==> src/rtl/le_cond_capture_array.sv <==
// rtl/le_cond_capture_array.sv - multi-channel condition-token capture with combined AND/OR result
//
// Each channel captures {cond, valid} tokens into a private DEPTH-entry FIFO.
// The heads of all enabled channels combine into one token, which I_Ack consumes.
//
// Optional build macro: LE_COND_OVF_EN
//   Defined:   builds a sticky per-channel drop flag on O_Ovf.
//   Undefined: O_Ovf is tied to 0.
//
// Ports:
//   clock      in   clock
//   reset      in   synchronous, active-high reset
//   I_Clr      in   clear all channels
//   I_ClrCh    in   per-channel clear [NUM_CH]
//   I_InC      in   tokens [2*NUM_CH]: bit 2k = valid, bit 2k+1 = cond
//   I_En       in   channel participates in the combined result [NUM_CH]
//   I_Ack      in   consume the current combined token
//   O_Valid    out  combined token available
//   O_Cond     out  combined condition (0 when O_Valid=0)
//   O_ChValid  out  channel FIFO non-empty [NUM_CH]
//   O_ChCond   out  channel head cond bit, 0 when empty [NUM_CH]
//   O_Full     out  channel FIFO holds DEPTH entries [NUM_CH]
//   O_Ovf      out  sticky drop flag [NUM_CH]
module le_cond_capture_array #(
  parameter int NUM_CH  = 4,
  parameter int DEPTH   = 2,
  parameter int COMBINE = 0
) (
  input  logic                clock,
  input  logic                reset,
  input  logic                I_Clr,
  input  logic [NUM_CH-1:0]   I_ClrCh,
  input  logic [2*NUM_CH-1:0] I_InC,
  input  logic [NUM_CH-1:0]   I_En,
  input  logic                I_Ack,
  output logic                O_Valid,
  output logic                O_Cond,
  output logic [NUM_CH-1:0]   O_ChValid,
  output logic [NUM_CH-1:0]   O_ChCond,
  output logic [NUM_CH-1:0]   O_Full,
  output logic [NUM_CH-1:0]   O_Ovf
);

  localparam int PW = (DEPTH > 1) ? $clog2(DEPTH) : 1;
  localparam int CW = $clog2(DEPTH + 1);

  logic [NUM_CH-1:0] ch_valid;
  logic [NUM_CH-1:0] ch_full;
  logic [NUM_CH-1:0] head;
  logic [NUM_CH-1:0] pop;
  logic              all_ready;
  logic              and_cond;
  logic              or_cond;

  // Disabled channels count as ready so they never block the combined token.
  assign all_ready = &(ch_valid | ~I_En);
  assign O_Valid   = (|I_En) & all_ready;

  // Disabled channels are neutral elements of each reduction.
  assign and_cond = &(head | ~I_En);
  assign or_cond  = |(head & I_En);
  assign O_Cond   = O_Valid & ((COMBINE != 0) ? or_cond : and_cond);

  assign O_ChValid = ch_valid;
  assign O_ChCond  = head;
  assign O_Full    = ch_full;

  for (genvar k = 0; k < NUM_CH; k++) begin : g_ch
    logic [DEPTH-1:0] mem;
    logic [PW-1:0]    wr_ptr;
    logic [PW-1:0]    rd_ptr;
    logic [CW-1:0]    count;
    logic             clear;
    logic             tok_valid;
    logic             tok_cond;
    logic             push;

    assign clear     = I_Clr | I_ClrCh[k];
    assign tok_valid = I_InC[2*k];
    assign tok_cond  = I_InC[2*k+1];

    assign ch_valid[k] = (count != '0);
    assign ch_full[k]  = (count == CW'(DEPTH));
    assign head[k]     = mem[rd_ptr] & ch_valid[k];
    assign pop[k]      = I_Ack & O_Valid & I_En[k];
    // A full channel still accepts a token when its head leaves in the same cycle.
    assign push        = tok_valid & (~ch_full[k] | pop[k]);

    // Storage carries no reset: entries beyond count are never observed.
    always_ff @(posedge clock) begin
      if (!reset && !clear && push) begin
        mem[wr_ptr] <= tok_cond;
      end
    end

    always_ff @(posedge clock) begin
      if (reset || clear) begin
        wr_ptr <= '0;
        rd_ptr <= '0;
        count  <= '0;
      end else begin
        if (push) begin
          wr_ptr <= (wr_ptr == PW'(DEPTH - 1)) ? '0 : wr_ptr + PW'(1);
        end
        if (pop[k]) begin
          rd_ptr <= (rd_ptr == PW'(DEPTH - 1)) ? '0 : rd_ptr + PW'(1);
        end
        if (push && !pop[k]) begin
          count <= count + CW'(1);
        end else if (!push && pop[k]) begin
          count <= count - CW'(1);
        end
      end
    end

`ifdef LE_COND_OVF_EN
    logic ovf_q;

    always_ff @(posedge clock) begin
      if (reset || clear) begin
        ovf_q <= 1'b0;
      end else if (tok_valid && ch_full[k] && !pop[k]) begin
        ovf_q <= 1'b1;
      end
    end

    assign O_Ovf[k] = ovf_q;
`else
    assign O_Ovf[k] = 1'b0;
`endif
  end

endmodule

==> config.mk <==
export PLATFORM = sky130hd
export DESIGN_NAME = le_cond_capture_array
export DESIGN_NICKNAME = d
export VERILOG_FILES = /design/src/rtl/le_cond_capture_array.sv
export SDC_FILE = /design/constraint.sdc
export NUM_CORES = 1
export LEC_CHECK = 0
export CAP_MARGIN = 20
export CORE_MARGIN = 2
export CORE_UTILIZATION = 46
export CTS_CLUSTER_DIAMETER = 200
export DETAILED_ROUTE_END_ITERATION = 10
export DONT_BUFFER_PORTS = 1
export PLACE_DENSITY = 0.72
export SLEW_MARGIN = 5
export SYNTH_ARGS = -nofsm -noshare
export SYNTH_HDL_FRONTEND = slang
export SYNTH_SLANG_ARGS = --single-unit
==> constraint.sdc <==
create_clock -name clock -period 4.15 [get_ports clock]
set_input_delay 0.83 -clock clock [delete_from_list [all_inputs] [get_ports clock]]
set_output_delay 0.83 -clock clock [all_outputs]
set_load 0.01 [all_outputs]
* After elaboration in Yosys (flattened, before gate mapping)
Cells that the tools add are included.
W data, S select, Z words.
** Operators by class
- Add/subtract/negate cells :: 16
- Magnitude comparators :: 12
- Equality and inequality tests :: 4
- Muxes and demuxes :: 36
- Bitwise gates (word level) :: 30
- Reductions and logical operators :: 48
** Operator list (number)
- $logic_and A1 B1 Y1 :: 20
- $mux W1 :: 20
- $lt A1 B2 Y1 const B :: 8
- $mux W2 :: 8
- $reduce_bool A2 Y1 :: 8
- $and A1 B1 Y1 :: 15
- $logic_not A1 Y1 :: 13
- $add A1 B1 Y1 const B :: 8
- $add A2 B1 Y2 const B :: 4
- $bwmux W2 :: 4
- $eq A2 B2 Y1 const B :: 4
- $or A1 B1 Y1 :: 8
- $or A4 B4 Y4 :: 2
- $reduce_and A4 Y1 :: 2
- $sub A2 B1 Y2 const B :: 4
- $demux W1 S1 :: 4
- $ge A1 B1 Y1 const B :: 4
- $logic_or A1 B1 Y1 :: 4
- $not A1 Y1 :: 4
- $not A4 Y4 :: 1
- $reduce_or A4 Y1 :: 1
** Storage, ports and cells
- Register bits after elaboration :: 24
- Output and inout bits :: 18
- Word-level logic and storage cells :: 162

* Depth between registers and ports, before layout
Gate-level depths: netlist of run 1.
- Word-level depth :: 12
- Gate-level depth with buffers :: 9
- Mapped depth without buffers :: 8

* Worst setup path before layout of run 1
No wires, ideal clock.
- Kind :: input port to flip-flop
- From :: in I_En[2]
- To :: reg g_ch[1].count[1]
- Setup time :: 0.070 ns
- Data arrival time :: 2.485 ns
- Data required time :: 4.080 ns
- Path slack :: 1.595 ns
- Stages :: 8
- Buffers on the path :: 1
- Cell sequence :: or3b_1 buf_6 and3_4 a21oi_4 inv_1 ha_1 or3_1 a21oi_1
** Between the ends
- Word-level cells in the longest chain between the ends :: 11
- Elaborated cells between the ends (all ways) :: 15
- Classes of those cells :: mux (1); bitwise (7); reduce/logical (7)
** Ends and longest elaborated chain
- from (decl) :: RTL line 34 : input logic [NUM_CH-1:0] I_En,
- $not A4 Y4 :: RTL line 56 : assign all_ready = &(ch_valid | ~I_En);
- $or A4 B4 Y4 :: RTL line 56
- $reduce_and A4 Y1 :: RTL line 56
- $and A1 B1 Y1 (*) :: RTL line 57 : assign O_Valid = (|I_En) & all_ready;
- $and A1 B1 Y1 (*) (2 in series) :: RTL line 85 : assign pop[k] = I_Ack & O_Valid & I_En[k];
- $or A1 B1 Y1 (*) :: RTL line 87 : assign push = tok_valid & (~ch_full[k] | pop[k]);
- $and A1 B1 Y1 (*) :: RTL line 87
- via g_ch[1].push :: RTL line 76 : logic push;
- $logic_not A1 Y1 :: RTL line 110 : end else if (!push && pop[k]) begin
- $logic_and A1 B1 Y1 :: RTL line 110
- $reduce_bool A2 Y1 (no source line)
- to (signal assigned) :: RTL line 109 : count <= count + CW'(1);
- to (signal assigned) :: RTL line 111 : count <= count - CW'(1);
- to (decl) :: RTL line 72 : logic [CW-1:0] count;
Mark *: on every way through the listed nets, which the timed path passes. The rest lies on a longest branch.
A chain may end at the register's enable or synchronous reset.

* Worst setup path in the final report of run 1
- From :: in I_En[2]
- To :: out O_Cond
** Between the ends
- Word-level cells in the longest chain between the ends :: 5
- Elaborated cells between the ends (all ways) :: 8
- Classes of those cells :: bitwise (5); reduce/logical (3)
** Ends and longest elaborated chain
- $not A4 Y4 :: RTL line 56, 60
- $or A4 B4 Y4 :: RTL line 56
- $reduce_and A4 Y1 :: RTL line 56
- $and A1 B1 Y1 :: RTL line 57
- $and A1 B1 Y1 (*) :: RTL line 62 : assign O_Cond = O_Valid & ((COMBINE != 0) ? or_cond : and_cond);
- to (decl) :: RTL line 37 : output logic O_Cond,
Every way passes the cells marked *; elsewhere a longest branch is shown, timed or not.

==> summary.md, run 1 <==
| Metric | Value |
|---|---|
| Outcome | `completed` |
| Setup TNS | `0 ps` |
| # IOs | `38` |
| Number of synthesized flops with an enable pin | `8` |
| Syn_area_per_cell | `9.12 sq um` |
| Die Wd | `60.1 microns` |
| Peak VDD IR | `0.000229 V` |
| CP arrival | `1660 ps` |
| CTS clk-pin slew, worst paths | `130 ps` |
| Post-Syn Area | `1450 sq um` |
| Final Hold Vio Count | `0` |
| Crit path launch type | `input pin` |
| Net Sw Frac | `26.0%` |
| Clock group share of total power | `28.6%` |
| Routability cong. | `0.755` |
| PwrDens | `293 nW/um^2` |
| DRT antenna net count | `0` |
| Share of cells above drive strength 1 | `15.6%` |
| Seq/Total Area, Yosys | `38.7%` |
| WS Path Type | `input pin to primary output` |
| Static leakage | `0.572 nW` |
| Worst-Skew Late Latency | `320 ps` |
| Crit. End Element | `primary output` |
| Max Cap Violations | `0` |
| Root buf cell | `clkbuf_4` |
| Post-CTS Setup Bufs | `0` |
| Detail Placement HPWL | `2340 microns` |
| Die footprint | `3620 sq um` |
| Worst hold path type | `register to register` |
| H-tree levels | `1` |
| Crit path max fanout | `7` |
| Count of final setup violators | `0` |
| DRC errors left | `0` |
| Distinct cells, synth | `33` |
| FF+latch count, synth | `24` |
| Port bufs | `0` |
| Internal Power | `328 uW` |
| Overall Power | `442 uW` |
| Share of flip-flops with an asynchronous set or reset | `0%` |
| Yosys warns | `0` |
| Hold buffer count at CTS | `0` |
| Ant. Diodes | `0` |
| Final period utilization | `60.1%` |
| Total Nets Final | `185` |
| Clk buf depth | `2` |
| WL/cell | `14.3 microns` |
| Number of DRC markers in iteration 0 | `29` |
| Die Height | `60.1 microns` |
| Dominant synthesized flop cell | `dfxtp_1` |
| Total gr overflow | `0` |
| Routed wire length | `2910 microns` |
| Sequential power share | `56.7%` |
| Comb pwr share | `14.7%` |
| Vias | `1120` |
| Inserted Clock Buffers | `3` |
| CTS tree | `built` |
| Fill cell count | `294` |
| Critical-path cell list | `or3b_1, o41ai_1, nor3_1` |
| Core area | `3030 sq um` |
| Synth area leaders | `dfxtp_1, edfxtp_1, mux2i_1` |
| Largest stage delay on the critical path | `380 ps` |
| Fin. max-slew vios | `0` |
| Worst endpoint required time | `3320 ps` |
| Post-synth top area cell | `dfxtp_1` |
| Global-route wire length before repair | `4740 microns` |
| First-pass iteration count of the detailed router | `5` |
| Hold WS | `512 ps` |
| FP Rows | `20` |
| Fin Clk Skew | `5.09 ps` |
| Post-CTS sizing | `0` |
| CP max-delay cell | `nor3_1` |
| Post-synth top area share | `22.1%` |
| Clk sink count | `24` |
| Number of global-route vias before repair | `1107` |
| Pin count of the biggest net entering global routing | `14` |
| Initial core utilization | `47.9%` |
| Area Overhead vs Synth | `3.97%` |
| Unrepaired setup endpoints after global routing | `no` |
| Crit path time final | `2490 ps` |
| Initial antenna violation count | `0` |
| Max Fclk | `401 MHz` |
| Switching pwr | `115 uW` |
| Gr usage total | `17.9%` |
| Mapped Cells | `159` |
| Vias per cell | `5.49` |
[cells in the mapped netlist (7+ instances only)]
| cell | number |
|---|---|
| dfxtp_1 | 16 |
| nor2_1 | 16 |
| o21ai_0 | 12 |
| inv_1 | 11 |
| a21oi_1 | 10 |
| or3_1 | 9 |
| edfxtp_1 | 8 |
| nand2_1 | 8 |
| xor2_1 | 8 |
| mux2i_1 | 7 |
[path summary, 6_finish.rpt]
kind	from	end	slack, ps	depth (start not counted)
worst max-delay path	I_En[2]	O_Cond	1660	3
worst min register to register	g_ch[3].rd_ptr	g_ch[3].rd_ptr	510	2
worst max register to register	g_ch[2].count[0]	g_ch[0].count[1]	1820	7
worst min-delay path	g_ch[3].rd_ptr	g_ch[3].rd_ptr	510	2
[sequential cells by signal, indices dropped and copies added (netlist names)]
register / count
g_ch.mem: 8
g_ch.count: 8
g_ch.rd_ptr: 4
g_ch.wr_ptr: 4
[layout by cell type (no fill, tap or decap), drive strengths merged, types with 7 or more instances in the layout]
cell | synthesis | routed
dfxtp | 16 | 16
inv | 11 | 11
nand2 | 8 | 8
mux2i | 7 | 7
o21ai | 12 | 12
nor2 | 16 | 16
a21oi | 13 | 13
edfxtp | 8 | 8
xor2 | 8 | 8
or3 | 12 | 12
[power by group through the flow]
stage	Clock [mW]	Sequential, mW	Combinational (mW)
floorplan	0	0.255	0.0588
global placement	0	0.256	0.0616
detailed placement	0	0.256	0.0644
CTS	0.127	0.251	0.0649
global route	0.138	0.252	0.0724
finish	0.127	0.251	0.0648
[cells by family after synthesis]
family | synth area share, %
AND/OR/NAND/NOR | 28.9
AO/OA/AOI/OAI | 13.1
flip-flops | 38.7
buffers and inverters | 5.95
XOR/XNOR | 4.83
multiplexers | 4.83
adder cells (fa/ha/maj) | 3.45
other | 0.259
[final cells by class]
type                            instances  area (sq um)  share of cell area, %
Clock buffer                            4          36.3                   2.41
Tap cell                               44          55.1                   3.65
Inverter                               11          41.3                   2.74
Multi-Input combinational cell        121           815                   54.0
Sequential cell                        24           561                   37.2
[critical path: cells and delay by family]
kind | cells | cell delay, ps
AOI/OAI and AO/OA | 1 | 150
and+or+nand+nor | 2 | 680
[metal layers]
layer	wire, microns	vias up	global-route usage, %	share of wire [%]
li1	-	553	-	-
met1	1140	527	19.3	39
met2	1470	34	32.0	51
met3	244	6	7.36	8.4
met4	48	0	4.76	1.7
met5	0	-	0	0
[stage by stage]
step	cells	cell area, sq um	worst slack (ps)	utilization [%]
finish	204	1510	1660	49.8
global route	204	1510	1560	49.8
CTS	204	1510	1630	49.8
detailed placement	200	1470	1430	48.6
global placement	200	1470	1540	48.6
floorplan	162	1460	1600	-
No activity file was read; power rests on OpenSTA's default activity.
==> run 2, diff against run 1 <==
Clock period 4.15 ns to 2.5 ns, I/O delays scaled along.
==> run 2 against run 1 <==
  * Register-to-register slack worse by 1600 ps
  * Final cell count up 0.49%
  * Global-route usage increased by 0.14 points
  * Non-clock buffer count is 1 higher
  * Critical path type is now register to register
  * Largest cell class unchanged
  * Highest routed layer unchanged
==> summary.md, run 2 (synthesized netlist as in run 1, its figures left out) <==
| Metric | Value |
|---|---|
| Hold buffer count at CTS | `0` |
| Worst Path Buf+Inv | `1` |
| Number of DRC markers in iteration 0 | `40` |
| # IOs | `38` |
| Overall Power | `731 uW` |
| Crit path launch type | `register` |
| First-pass iteration count of the detailed router | `4` |
| WL/cell | `14.2 microns` |
| Worst endpoint required time | `2760 ps` |
| Finished Layout Cells | `205` |
| Inserted Clock Buffers | `3` |
| Outcome | `completed` |
| Pin count of the biggest net entering global routing | `14` |
| Post-CTS Setup Bufs | `0` |
| Die footprint | `3620 sq um` |
| Vias | `1104` |
| Gr usage total | `18.0%` |
| Routability cong. | `0.758` |
| Final period utilization | `91.9%` |
| Vias per cell | `5.39` |
| CTS tree | `built` |
| Ant. Diodes | `0` |
| Total Nets Final | `186` |
| Count of final setup violators | `0` |
| WS Path Type | `register to register` |
| R2R cell count | `7` |
| Root buf cell | `clkbuf_4` |
| Final core utilization | `50.0%` |
| CP arrival | `2560 ps` |
| DRT antenna net count | `0` |
| Max Fclk | `435 MHz` |
| Unrepaired setup endpoints after global routing | `no` |
| Worst hold path type | `input pin to register` |
| CTS clk-pin slew, worst paths | `140 ps` |
| Fin. max-slew vios | `0` |
| Peak VDD IR | `0.000304 V` |
| Final Hold Vio Count | `0` |
| Max Cap Violations | `0` |
| Total gr overflow | `0` |
| Commonest non-fill, non-tap cells in the layout | `nor2_1, dfxtp_1, o21ai_0, inv_1, a21oi_1` |
| Clk buf depth | `2` |
| Crit path time final | `2300 ps` |
| Initial antenna violation count | `0` |
| Crit. End Element | `register` |
| Routed wire length | `2910 microns` |
| Core area | `3030 sq um` |
| H-tree levels | `1` |
| Crit-path leading delay family | `simple AND/OR/NAND/NOR gates` |
| DRC errors left | `0` |
| Port bufs | `0` |
| Fill cell count | `289` |
| WP depth | `7` |
| Setup TNS | `0 ps` |
| Top flop regs | `g_ch.count x8, g_ch.mem x8` |
| Critical-path cell list | `or3b_1, and3_4, a21oi_4, inv_1, ha_1, or3_1, a21oi_1` |
| Global-route wire length before repair | `4870 microns` |
| Largest stage delay on the critical path | `520 ps` |
| CP max-delay cell | `or3b_1` |
| Fin Clk Skew | `8.36 ps` |
| Area Overhead vs Synth | `4.49%` |
| Initial core utilization | `47.9%` |
| Clk sink count | `24` |
| Share of cells above drive strength 1 | `16.1%` |
| FP Rows | `20` |
| PwrDens | `482 nW/um^2` |
| Die Wd | `60.1 microns` |
| Detail Placement HPWL | `2350 microns` |
| Cells after DPL | `201` |
| Die Height | `60.1 microns` |
| Number of global-route vias before repair | `1155` |
| Post-CTS sizing | `0` |
| Worst-Skew Late Latency | `320 ps` |
| Crit path max fanout | `7` |
| Hold Path Depth | `0` |
| Static leakage | `0.577 nW` |
==> run 2: cell types whose count changed in the layout (fill, tap and decap cells not counted), sizes merged <==
cell / previous run / this run
buf: 0 / 1
==> run 2: final timing paths <==
kind	slack, ps	start	to
worst max register to register	200	g_ch[2].count[0]	g_ch[0].count[1]
worst max-delay path	200	g_ch[2].count[0]	g_ch[0].count[1]
worst min register to register	510	g_ch[1].rd_ptr	g_ch[1].rd_ptr
worst min-delay path	270	I_InC[3]	g_ch[1].mem[1]
==> run 2: layer usage <==
layer / vias to the layer above / routed length (microns) / global-route usage, % / share of wire [%]
met1: 518 / 1190 / 19.5 / 41
met2: 30 / 1450 / 32.3 / 50
met3: 6 / 222 / 5.41 / 7.6
met5: - / 0 / 0 / 0
li1: 550 / - / - / -
met4: 0 / 50 / 7.30 / 1.7
==> run 2: cell type report <==
cell class	instances	area, sq um	area share (%)
multi-input combinational	121	815	53.8
sequential	24	561	37.0
tap	44	55.1	3.63
inverter	11	41.3	2.73
clock buffer	4	36.3	2.39
timing repair buffer	1	7.51	0.495
==> run 2: worst reg2reg max path, delay by kind of cell (launching register included) <==
family / cells / cell delay, ps
simple gates: 3 / 1140
buf+inv: 1 / 60
fa+ha+maj: 1 / 310
compound gates: 2 / 340
flops: 1 / 390
==> run 2: per-stage QoR <==
step / area, sq um / hold slack (ps) / setup slack [ps]
finish: 1520 / 266 / 202
global route: 1520 / 254 / 113
CTS: 1520 / 264 / 210
detailed placement: 1480 / 497 / 126
global placement: 1480 / 478 / 218
floorplan: 1460 / 469 / 275
==> run 2: power breakdown <==
group          total [mW]  leakage [nW]  internal, mW  switching, mW
Sequential          0.417         0.202         0.410        0.00655
Clock               0.206        0.0210        0.0890          0.117
Combinational       0.108         0.354        0.0452         0.0627
